==> src/rtl/k423_pipe_pkg.sv <==
// Shared types for the k423 inter-stage pipeline registers.
// Each boundary payload is a packed struct so a stage is sized with $bits(<struct>).
package k423_pipe_pkg;

    localparam int unsigned XLEN   = 64;
    localparam int unsigned REG_AW = 5;

    typedef logic [1:0] pipe_occ_t;

    typedef enum logic [3:0] {
        AluAdd,
        AluSub,
        AluAnd,
        AluOr,
        AluXor,
        AluSll,
        AluSrl,
        AluSra,
        AluSlt,
        AluSltu,
        AluLui,
        AluAuipc
    } alu_op_e;

    typedef enum logic [1:0] {
        MemByte,
        MemHalf,
        MemWord,
        MemDouble
    } mem_size_e;

    typedef struct packed {
        logic [XLEN-1:0] pc;
        logic [31:0]     instr;
        logic            pred_taken;
    } if2id_t;

    typedef struct packed {
        logic [XLEN-1:0]   pc;
        logic [XLEN-1:0]   rs1_val;
        logic [XLEN-1:0]   rs2_val;
        logic [XLEN-1:0]   imm;
        logic [REG_AW-1:0] rd;
        alu_op_e           alu_op;
        logic              mem_rd;
        logic              mem_wr;
        mem_size_e         mem_size;
        logic              wb_en;
    } id2ex_t;

    typedef struct packed {
        logic [XLEN-1:0]   pc;
        logic [XLEN-1:0]   alu_res;
        logic [XLEN-1:0]   store_val;
        logic [REG_AW-1:0] rd;
        logic              mem_rd;
        logic              mem_wr;
        mem_size_e         mem_size;
        logic              wb_en;
    } ex2mem_t;

    typedef struct packed {
        logic [XLEN-1:0]   wb_val;
        logic [REG_AW-1:0] rd;
        logic              wb_en;
    } mem2wb_t;

    // Number of held entries given the two valid flags.
    function automatic pipe_occ_t occ_count(input logic main_vld, input logic skid_vld);
        return pipe_occ_t'({1'b0, main_vld}) + pipe_occ_t'({1'b0, skid_vld});
    endfunction

endpackage

==> src/rtl/k423_pipe_entry.sv <==
// One pipeline slot: a valid flag plus a payload register with load and clear enables.
// Clear wins over load so a flushed slot never keeps stale data.
module k423_pipe_entry
    import k423_pipe_pkg::*;
#(
    parameter int unsigned DATA_W = 64
) (
    input  logic              clk_i,
    input  logic              rst_n_i,
    input  logic              vld_d_i,
    input  logic              ld_i,
    input  logic              clr_i,
    input  logic [DATA_W-1:0] data_i,
    output logic              vld_o,
    output logic [DATA_W-1:0] data_o
);

    logic              vld_q;
    logic [DATA_W-1:0] data_q;

    always_ff @(posedge clk_i or negedge rst_n_i) begin
        if (!rst_n_i) begin
            vld_q <= 1'b0;
        end else begin
            vld_q <= vld_d_i;
        end
    end

    always_ff @(posedge clk_i or negedge rst_n_i) begin
        if (!rst_n_i) begin
            data_q <= '0;
        end else if (clr_i) begin
            data_q <= '0;
        end else if (ld_i) begin
            data_q <= data_i;
        end
    end

    assign vld_o  = vld_q;
    assign data_o = data_q;

endmodule

==> src/rtl/k423_pipe_stage.sv <==
// Parametrised valid/ready pipeline register with optional skid entry, flush and stall.
// Main entry always drives the downstream side; the skid entry only absorbs one extra item.
module k423_pipe_stage
    import k423_pipe_pkg::*;
#(
    parameter int unsigned DATA_W   = 64,
    parameter bit          SKID_EN  = 1'b1,
    parameter bit          CLR_DATA = 1'b1
) (
    input  logic              clk_i,
    input  logic              rst_n_i,
    input  logic              flush_i,
    input  logic              stall_i,
    input  logic              up_vld_i,
    output logic              up_rdy_o,
    input  logic [DATA_W-1:0] up_data_i,
    output logic              dn_vld_o,
    input  logic              dn_rdy_i,
    output logic [DATA_W-1:0] dn_data_o,
    output pipe_occ_t         occ_o
);

    logic              main_vld;
    logic [DATA_W-1:0] main_data;
    logic              main_vld_d;
    logic              main_ld;
    logic              main_clr;
    logic [DATA_W-1:0] main_src;

    logic              skid_vld;
    logic [DATA_W-1:0] skid_data;
    logic              skid_vld_d;
    logic              skid_ld;
    logic              skid_clr;

    logic              up_rdy;
    logic              acc;
    logic              pop;

    generate
        if (SKID_EN) begin : g_rdy_skid
            assign up_rdy = ~skid_vld & ~stall_i;
        end else begin : g_rdy_single
            assign up_rdy = (~main_vld | dn_rdy_i) & ~stall_i;
        end
    endgenerate

    // A flush discards the incoming item even though ready was offered.
    assign acc = up_vld_i & up_rdy & ~flush_i;
    assign pop = main_vld & dn_rdy_i;

    always_comb begin
        main_vld_d = main_vld;
        main_ld    = 1'b0;
        main_clr   = 1'b0;
        main_src   = up_data_i;
        skid_vld_d = skid_vld;
        skid_ld    = 1'b0;
        skid_clr   = 1'b0;

        if (flush_i) begin
            main_vld_d = 1'b0;
            skid_vld_d = 1'b0;
            main_clr   = CLR_DATA;
            skid_clr   = CLR_DATA;
        end else if (!main_vld || pop) begin
            // Main is free next cycle: refill from skid first to keep FIFO order.
            if (skid_vld) begin
                main_vld_d = 1'b1;
                main_ld    = 1'b1;
                main_src   = skid_data;
                skid_vld_d = 1'b0;
                skid_clr   = CLR_DATA;
            end else if (acc) begin
                main_vld_d = 1'b1;
                main_ld    = 1'b1;
            end else begin
                main_vld_d = 1'b0;
                main_clr   = CLR_DATA;
            end
        end else if (acc) begin
            skid_vld_d = 1'b1;
            skid_ld    = 1'b1;
        end
    end

    k423_pipe_entry #(
        .DATA_W(DATA_W)
    ) u_main (
        .clk_i  (clk_i),
        .rst_n_i(rst_n_i),
        .vld_d_i(main_vld_d),
        .ld_i   (main_ld),
        .clr_i  (main_clr),
        .data_i (main_src),
        .vld_o  (main_vld),
        .data_o (main_data)
    );

    generate
        if (SKID_EN) begin : g_skid
            k423_pipe_entry #(
                .DATA_W(DATA_W)
            ) u_skid (
                .clk_i  (clk_i),
                .rst_n_i(rst_n_i),
                .vld_d_i(skid_vld_d),
                .ld_i   (skid_ld),
                .clr_i  (skid_clr),
                .data_i (up_data_i),
                .vld_o  (skid_vld),
                .data_o (skid_data)
            );
        end else begin : g_no_skid
            logic unused_skid;
            assign skid_vld    = 1'b0;
            assign skid_data   = '0;
            assign unused_skid = ^{skid_vld_d, skid_ld, skid_clr};
        end
    endgenerate

    assign up_rdy_o  = up_rdy;
    assign dn_vld_o  = main_vld;
    assign dn_data_o = main_data;
    assign occ_o     = occ_count(main_vld, skid_vld);

    skid_implies_main: assert property (@(posedge clk_i) disable iff (!rst_n_i)
        skid_vld |-> main_vld);

    // Held output must not change under backpressure unless killed.
    hold_stable: assert property (@(posedge clk_i) disable iff (!rst_n_i)
        (main_vld & ~dn_rdy_i & ~flush_i) |=> $stable(main_data));

endmodule

==> config.mk <==
export PLATFORM = sky130hd
export DESIGN_NAME = k423_pipe_stage
export DESIGN_NICKNAME = d
export VERILOG_FILES = /design/src/rtl/k423_pipe_pkg.sv /design/src/rtl/k423_pipe_entry.sv /design/src/rtl/k423_pipe_stage.sv
export SDC_FILE = /design/constraint.sdc
export NUM_CORES = 1
export LEC_CHECK = 0
export BUFFER_PORTS_ARGS = -buffer_cell sky130_fd_sc_hd__clkbuf_2
export CORE_MARGIN = 5
export CORE_UTILIZATION = 49
export CTS_CLUSTER_SIZE = 14
export DETAILED_ROUTE_END_ITERATION = 8
export GPL_ROUTABILITY_DRIVEN = 0
export PLACE_DENSITY = 0.88
export SYNTH_ARGS = -nofsm -noshare
export SYNTH_HDL_FRONTEND = slang
export SYNTH_SLANG_ARGS = --single-unit
==> constraint.sdc <==
create_clock -name clk_i -period 1.4 [get_ports clk_i]
set_input_delay 0.28 -clock clk_i [delete_from_list [all_inputs] [get_ports clk_i]]
set_output_delay 0.28 -clock clk_i [all_outputs]
set_load 0.05 [all_outputs]
Yosys cells after proc, flatten, opt, wreduce, memory -nomap -nowiden
Cells that the tools add are included.
Storage, ports and cells
  bits in registers: 130
  bits of input ports: 70
  output and inout bits: 68
  word-level logic and storage cells: 43
Cells by class
  add/subtract/negate cells: 1
  mux-type cells: 25
  bitwise operators: 7
  reduce and logical (&&, ||, !) cells: 6
Operators with widths (count)
  $mux 64: 7
  $mux 1: 18
  $reduce_bool 2->1: 3
  $and 1x1->1: 4
  $not 1->1: 3
  $reduce_bool 3->1: 1
  $add 1x1->2: 1
  $logic_not 1->1: 1
  $logic_or 1x1->1: 1

Logic depth before layout (Yosys ltp)
Gate-level depths: netlist of run 1.
  word-level depth: 10
  mapped depth: 6
  gate-level depth less buffers: 3

Cells and area by module
A second synthesis of run 1 with hierarchy kept.
Unflattened totals
  cells, all modules: 499
  area, all modules: 6453.7 um^2
By module, submodules not included
  k423_pipe_entry: times used 2, cells an instance 207, area each 2636.3 um^2, seq. area each 1626.6 um^2
  k423_pipe_stage: times used 1, cells an instance 85, area each 1181.1 um^2, seq. area each 0.0 um^2

Worst setup path after synthesis of run 1
OpenSTA, ideal clock, no wires.
  kind: register to register
  from: register u_main.vld_q, in the netlist u_main.vld_o
  to: register u_main.data_q[0], in the netlist u_main.data_o[0]
  data arrival time: 1.633 ns
  data required time: 1.274 ns
  setup slack: -0.359 ns
  stages on the path, launching flop included: 6
  path buffers: 2
  clock period less this slack: 1.759 ns
  path through: dfrtp_1 -> nor2b_1 -> buf_4 -> clkbuf_1 -> nor4_1 -> a221o_1
On the way
  longest elaborated chain between the ends: 6
  elaborated cells between the ends (all ways): 12
  those cells by class: mux: 8; bitwise: 1; reduce/logical: 3
RTL lines
  start, declared: RTL line k423_pipe_entry.sv:18  | logic vld_q;
  start signal, assigned: RTL line k423_pipe_entry.sv:25  | vld_q <= vld_d_i;
  $and 1x1->1 or $logic_not 1->1 (tied branches): RTL line k423_pipe_stage.sv:50, k423_pipe_stage.sv:66
  $logic_or 1x1->1 (*): RTL line k423_pipe_stage.sv:66  | end else if (!main_vld || pop) begin
  $mux 64: RTL line k423_pipe_stage.sv:66
  $mux 64: RTL line k423_pipe_stage.sv:61  | if (flush_i) begin
  $mux 64: RTL line k423_pipe_entry.sv:34  | end else if (ld_i) begin
  $mux 64: RTL line k423_pipe_entry.sv:32  | end else if (clr_i) begin
  end signal, assigned: RTL line k423_pipe_entry.sv:35  | data_q <= data_i;
  end, declared: RTL line k423_pipe_entry.sv:19  | logic [DATA_W-1:0] data_q;
Mark *: on every way between the ends. The rest lies on a longest branch, timed or not. The select of a mux whose other input is x is not followed.
A chain may end at the register's enable or synchronous reset.

Worst setup path in the final report of run 1
  from: register u_main.vld_q, in the netlist u_main.vld_o
  to: register u_main.data_q[11], in the netlist u_main.data_o[11]
The elaborated chain is that of the path after synthesis.

==> summary by stage, run 1 <==
Global routing
The via count of the first global-routing pass is 6175. The first-pass GRT wire length is 32800 microns. The residual overflow from global routing is 0. Entering global routing, the biggest net connects 91 pins. The initial antenna violation count came to 0. The total global routing track utilization is 27.7%.

STA
The final number of max-transition violations is 0. The worst-case headroom to the max-slew limit is 67.0%. The hold violation count in the final report is 0. After layout, the worst path uses 126% of the clock period. Setup repair after global routing could not meet its margin everywhere. Setup violations remaining at the end of the flow were counted as 134. Setup total negative slack on the finished layout was measured at -32.40 ns.

The final setup slack of the worst path is -0.357 ns. For the final database, setup skew stands at 0.0134 ns. For the pin with the worst max-slew slack, the measured transition is 0.495 ns. The fmax is 569 MHz. The clock period minus worst slack is 1.76 ns. The worst hold margin is 0.122 ns.

Pwr
For this design the static power due to leakage is 4.29 nW. The cell area power density is 987 nW/um^2. IR analysis of the VDD net gives a maximum drop of 0.741 mV.

Synthesis
The number of distinct library cell variants in the gate-level netlist after synthesis is 29. Synthesis produced 611 cells. Counting every net in the synthesized netlist gives 682.

Yosys printed 0 warnings. The fraction of the yosys area taken by sequential cells is 51.4%. After synthesis, the largest area contributor takes up 51.4% of total cell area. The cell type with the largest total area after synthesis is dfrtp_1. Ranked by total cell area, the synthesized netlist is headed by dfrtp_1, a221o_1, nor2b_1.

After synthesis the cells add up to 6320 sq um. A synthesized cell averages 10.4 sq um. The number of synthesized register bits is 130.

Hold path
The worst hold path terminates at u_main.data_o[59]. The count of cells along the worst hold path is 2. The startpoint of the lowest-slack hold path is up_data_i[59]. The worst min-delay path class is input port to flop.

Routing
The routed wire length is 24600 microns. Summing over every cut layer, the via total after detailed routing is 6521. In the routed design, unresolved DRC markers number 0. In this run the remaining antenna-violating nets after routing total 0. Before antenna repair, the detailed router went through 5 iterations. The detailed router's first-iteration violation count is 1028.

The wire length per cell after detailed routing is 25.8 microns. The via-per-instance ratio is 6.83.

Floorplan
The floorplan step defined a die boundary enclosing 15300 sq um. The die height is 124 microns. The floorplan has 41 rows. 138 I/O pins were placed. The die span in x is 124 microns. The core region is 12600 sq um. The starting utilization of the core area is 50.1%.

Finish
The filler-free cell count of the finished design is 955. From synthesis to final layout, the design area changed by 47.3%. The final-stage net count is 842. The diode insertion count for antenna repair is 0.

Counting the fill cells in the layout gives 813. The final cell area excluding filler cells is 9310 sq um. The layout cell share with drive strength beyond 1 is 42.7%.

Clock network
Clock-pin slew was measured on the worst setup and hold paths at 0.07 ns. In this run the number of H-tree levels came out at 4. TritonCTS created 17 clock buffers. The longest clock path from root to sink contains 2 buffers.

TritonCTS built the clock tree. The master cell of the clock root buffer is clkbuf_16. At the later pin of the worst-skew pair, clock insertion delay measures 0.43 ns. The clock drives 130 sinks.

Worst setup path
The worst register-to-register path has a setup slack of -0.36 ns. The kind of capture point of the worst setup path is a flop. The endpoint identified for the worst register-to-register timing path is u_main.data_o[11]. Data on the critical path arrives at its endpoint at 2.12 ns.

STA puts the critical path data required time at 1.76 ns. The startpoint identified for the worst register-to-register timing path is u_main.vld_o. The worst setup path is launched from a flop.

Of all nets on the critical path, the largest fanout is 58. The worst register-to-register path has a depth of 6. The critical path is of the flop to flop type.

Place
The HPWL reported at the end of detailed placement is 12100 microns. The number of I/O port buffers is 137. After detailed placement, the total cell area comes to 7450 sq um. The post-placement cell count is 887.

Flow run
Max-cap violations in this run came to 0.

Outcome
The final reports fail on setup timing. The flow ran to the end, but the final reports show violations.
## cell usage in the layout (no fill, tap or decap), types with 3 or more instances in the layout
cell       synthesis  routed
buf_12             0      21
inv_1              7       7
o21ai_0           57      55
o21ai_2            0       7
o22ai_2            0      32
o21ai_1           12       6
clkbuf_8           0       6
clkbuf_1          43       3
clkbuf_4           0       4
clkbuf_16          0      34
buf_6              2      12
o41ai_2            3       5
buf_2             26       9
and2_4             0       7
nand4_1           12      12
buf_4              4      28
nor4_2             1      15
o22ai_4            0       4
buf_8              0       4
clkbuf_2           0     118
nand2b_1          58      57
buf_16             0       3
clkinv_2           0       5
o22ai_1           45       9
nand3_1            7       6
nor2b_1           59      58
a221o_1           64      64
dfrtp_1          130     128
nor4_1            57      41
## cell usage after synthesis, drive strengths merged
master,number
a21boi,1
o41ai,7
and3,1
nor3,2
o22ai,45
buf,33
a221o,64
and2,7
o21ai,69
nor4,58
nor3b,2
clkbuf,43
nand2,1
ha,1
nand3,7
nand4,12
inv,8
nor2,3
nor2b,59
nand2b,58
dfrtp,130
## worst max-delay path by stage
stage                  from                  endpoint
6_report       u_main.vld_o         u_main.data_o[11]
5_1_grt        u_main.vld_o  g_skid.u_skid.data_o[12]
4_1_cts        u_main.vld_o                  occ_o[0]
3_5_place_dp   u_main.vld_o         u_main.data_o[61]
3_3_place_gp   u_main.vld_o         u_main.data_o[56]
2_1_floorplan  u_main.vld_o  g_skid.u_skid.data_o[59]
## worst max-delay path, stage by stage (launching register included)
cell     delay [ns]
dfrtp_2        0.43
buf_6          0.12
nor2b_4        0.12
buf_6          0.14
buf_12         0.19
nor4_1         0.45
a221o_1        0.23
## power by group
part           internal, W  leakage [nW]  switching (W)
clock              0.00252         0.276        0.00166
sequential         0.00383          1.80      0.0000523
combinational     0.000393          2.22       0.000745
## logic make-up after synthesis
family | synth area share [%]
and+or+nand+nor | 20.9
AOI/OAI and AO/OA | 21.5
DFF | 51.4
buffers and inverters | 5.97
adders and majority gates | 0.198
## area by class of cell
class	count	area (sq um)	area share (%)
clock buffer	26	519	5.57
clock inverter	5	25.0	0.269
timing repair buffer	217	2010	21.6
multi-input combinational	397	3260	35.0
tap	172	215	2.31
sequential	130	3260	35.0
inverter	8	32.5	0.349
## stage by stage
stage	power [W]	worst slack [ns]	utilization (%)
finish	0.00920	-0.357	73.8
global route	0.00944	-0.372	73.8
CTS	0.00901	-0.252	66.8
detailed placement	0.00487	-0.198	59.1
global placement	0.00484	-0.119	59.1
floorplan	0.00445	-0.154	-
## layer usage
layer  up-vias  global-route usage, %  part of all wire, %
met5         -                      0                    0
li1       2641                      -                    -
met3       133                   5.45                  9.5
met4         0                   13.0                  6.1
met1      3220                   36.3                   36
met2       527                   44.5                   48
## state kept, by name, indices dropped and copies added (netlist names)
name	count
g_skid.u_skid.data_o	64
u_main.data_o	64
g_skid.u_skid.vld_o	1
u_main.vld_o	1
## repair_timing
action	4_1_cts	5_1_grt
buffers inserted	7	12
endpoints found under the hold margin	130	0
resized for setup	33	118
pin swaps	13	39
hold buffers	1	0
endpoints found under the setup margin	75	147
cloned	5	16
Note: power is estimated with default switching activity, not from simulation.
==> run 2: changes to the inputs <==
BUFFER_PORTS_ARGS = default   (was -buffer_cell sky130_fd_sc_hd__clkbuf_2)
CORE_MARGIN = 2   (was 5)
CORE_UTILIZATION = 60   (was 49)
DONT_BUFFER_PORTS = 1   (was default)
clock period = 1.87 ns   (was 1.4 ns; I/O delays follow)
==> summary by stage, run 2 (synthesis results as in run 1) <==
Hold path
In this run the worst hold path is classified as input port to async pin.

Floorplan
The die is 107 microns wide. In this run the count of I/O pins placed on the die edge is 138. The floorplan step defined a die boundary enclosing 11400 sq um. The total area inside the core boundary comes to 10300 sq um. The die height is 107 microns.

The starting utilization of the core area is 61.5%. The floorplan row count is 37.

Finish
The most common cell after layout, fill and taps aside is dfrtp_1. The layout cell share with drive strength beyond 1 is 12.1%. The finished layout holds 755 standard cells, fillers aside. The final-stage net count is 679. The final cell area excluding filler cells is 7340 sq um. The area added between synthesis and finish is 16.1%. The top cell types in the final layout, fill and taps aside, are dfrtp_1, a221o_1.

Cells fill 71.5% of the core in the end. The number of antenna diodes in the final layout is 0.

Global routing
The first global-routing pass estimated 27200 microns of wire. Entering global routing, the biggest net connects 131 pins. The total global routing track utilization is 30.7%. The via count of the first global-routing pass came to 5127. The initial antenna violation count was 0. The residual overflow from global routing is 0.

Clock network
Clock tree synthesis found a total of 130 sinks. The H-tree depth is 4. The master cell of the clock root buffer is clkbuf_8.

In this run, CTS created clock tree buffers numbering 17. The buffer levels on the longest clock path is 2. TritonCTS built the clock tree. Clock latency on the worst-skew pair, taken at its later pin, is 0.53 ns. The clock slew seen by the registers of the worst setup and hold paths is 0.06 ns. After clock tree synthesis, the flow added hold-fix buffers numbering 20.

STA
Setup repair after global routing could not meet its margin everywhere. Setup violations remaining at the end of the flow were counted as 1. The final number of max-transition violations is 0. The clock period minus worst slack is 1.87 ns. For the pin with the worst max-slew slack, the measured transition is 0.592 ns. The fmax is 534 MHz.

The share of the clock period used by the worst path after layout is 100%. Hold timing on the final database bottoms out at a slack of -0.456 ns. The clock skew after layout is 0.00648 ns. The final setup slack of the worst path is -0.00119 ns. The hold violation count in the final report was 130. The worst-case headroom to the max-slew limit is 60.4%.

Routing
The total via count in the routed design is 5382. The detailed-routed wire length on met3 is 1870 microns. The first detailed-routing pass took 8 iterations. The detailed router's first-iteration violation count is 566.

The antenna violation net count after detailed routing is 0. After detailed routing, the number of vias per cell comes to 7.13. The wire length per cell after detailed routing is 23.5 microns. For this block, the routed nets add up to 17700 microns of wire. The post-route met1 wirelength is 6810 microns. Signal routing reaches up to met4. The routed length on met2 is 8580 microns.

In the routed design, unresolved DRC markers number 0.

Pwr
The peak ir drop on the vdd network is 0.484 mV. The cell area power density is 875 nW/um^2. The leakage power total is 3.20 nW.

Flow run
The tool flagged a number of max-cap violations equal to 0.

Worst setup path
Along the worst path, the maximum fanout reaches 4. The nature of the critical path startpoint is a flop. The depth of the worst register-to-register path is 6.

STA classifies the critical path endpoint as a primary output. For the worst setup path, the data required time is 1.50 ns. The endpoint arrival time on the critical path is 1.50 ns. By startpoint and endpoint, the worst setup path is classified as flop to primary output.

Place
The HPWL after detailed placement is 9250 microns. The area after detailed placement is 6420 sq um. Including well taps, the total number of placed cells is 693. During placement, the flow inserted port buffers numbering 0.

Outcome
The checks that failed: hold timing, setup timing. The run finished, with violations left.
==> run 2: cell types whose count changed in the layout (fill, tap and decap cells not counted), sizes merged <==
cell,delta
buf,-46
bufbuf,+2
bufinv,+1
clkbuf,-139
clkinv,-2
clkinvlp,+1
dlygate4sd3,+19
==> run 2: path summary, 6_finish.rpt <==
kind	start	endpoint	slack, ns
hold reg to reg	g_skid.u_skid.data_o[52]	u_main.data_o[52]	0.50
setup reg to reg	g_skid.u_skid.vld_o	g_skid.u_skid.data_o[58]	0.10
min in group clk_i	up_data_i[57]	g_skid.u_skid.data_o[57]	0.01
hold / removal	rst_n_i	u_main.data_o[9]	-0.46
max in group asynchronous	rst_n_i	g_skid.u_skid.vld_o	2.09
setup / recovery	g_skid.u_skid.vld_o	occ_o[0]	-0.001
==> run 2: timing repair <==
action	4_1_cts	5_1_grt
buffers inserted	5	4
resized for setup	6	3
pin swaps	1	1
hold endpoints to repair	156	130
endpoints found under the setup margin	3	35
cloned	2	1
==> run 2: layout make-up <==
cell class / count / area [sq um]
Sequential cell: 130 / 3250
Clock inverter: 5 / 52.6
Tap cell: 136 / 170
Clock buffer: 25 / 484
Timing Repair Buffer: 54 / 618
Multi-Input combinational cell: 397 / 2730
Fill cell: 705 / 2930
Inverter: 8 / 30.0
==> run 2: power by group <==
group | total (W) | switching (W) | internal [W]
registers | 0.00305 | 0.000181 | 0.00286
clock network | 0.00304 | 0.00116 | 0.00188
logic | 0.000340 | 0.000194 | 0.000146
==> run 2: layer usage <==
layer	up-vias	global-route usage, %
met1	2650	40.6
met5	-	0
met4	0	13.8
met2	379	47.9
li1	2306	-
met3	47	8.02
==> run 2: worst max-delay path: stages (launching register included) <==
cell and delay [ns]:
dfrtp_2 0.43, buf_12 0.15, ha_4 0.27, buf_12 0.13
==> run 2: metrics by stage <==
stage          power [W]  TNS [ns]  worst slack, ns
4_1_cts          0.00644  -0.00142         -0.00142
3_5_place_dp     0.00337         0           0.0364
6_report         0.00643  -0.00119         -0.00119
5_1_grt          0.00661   -0.0283          -0.0283
3_3_place_gp     0.00336         0           0.0892
2_1_floorplan    0.00333         0            0.111
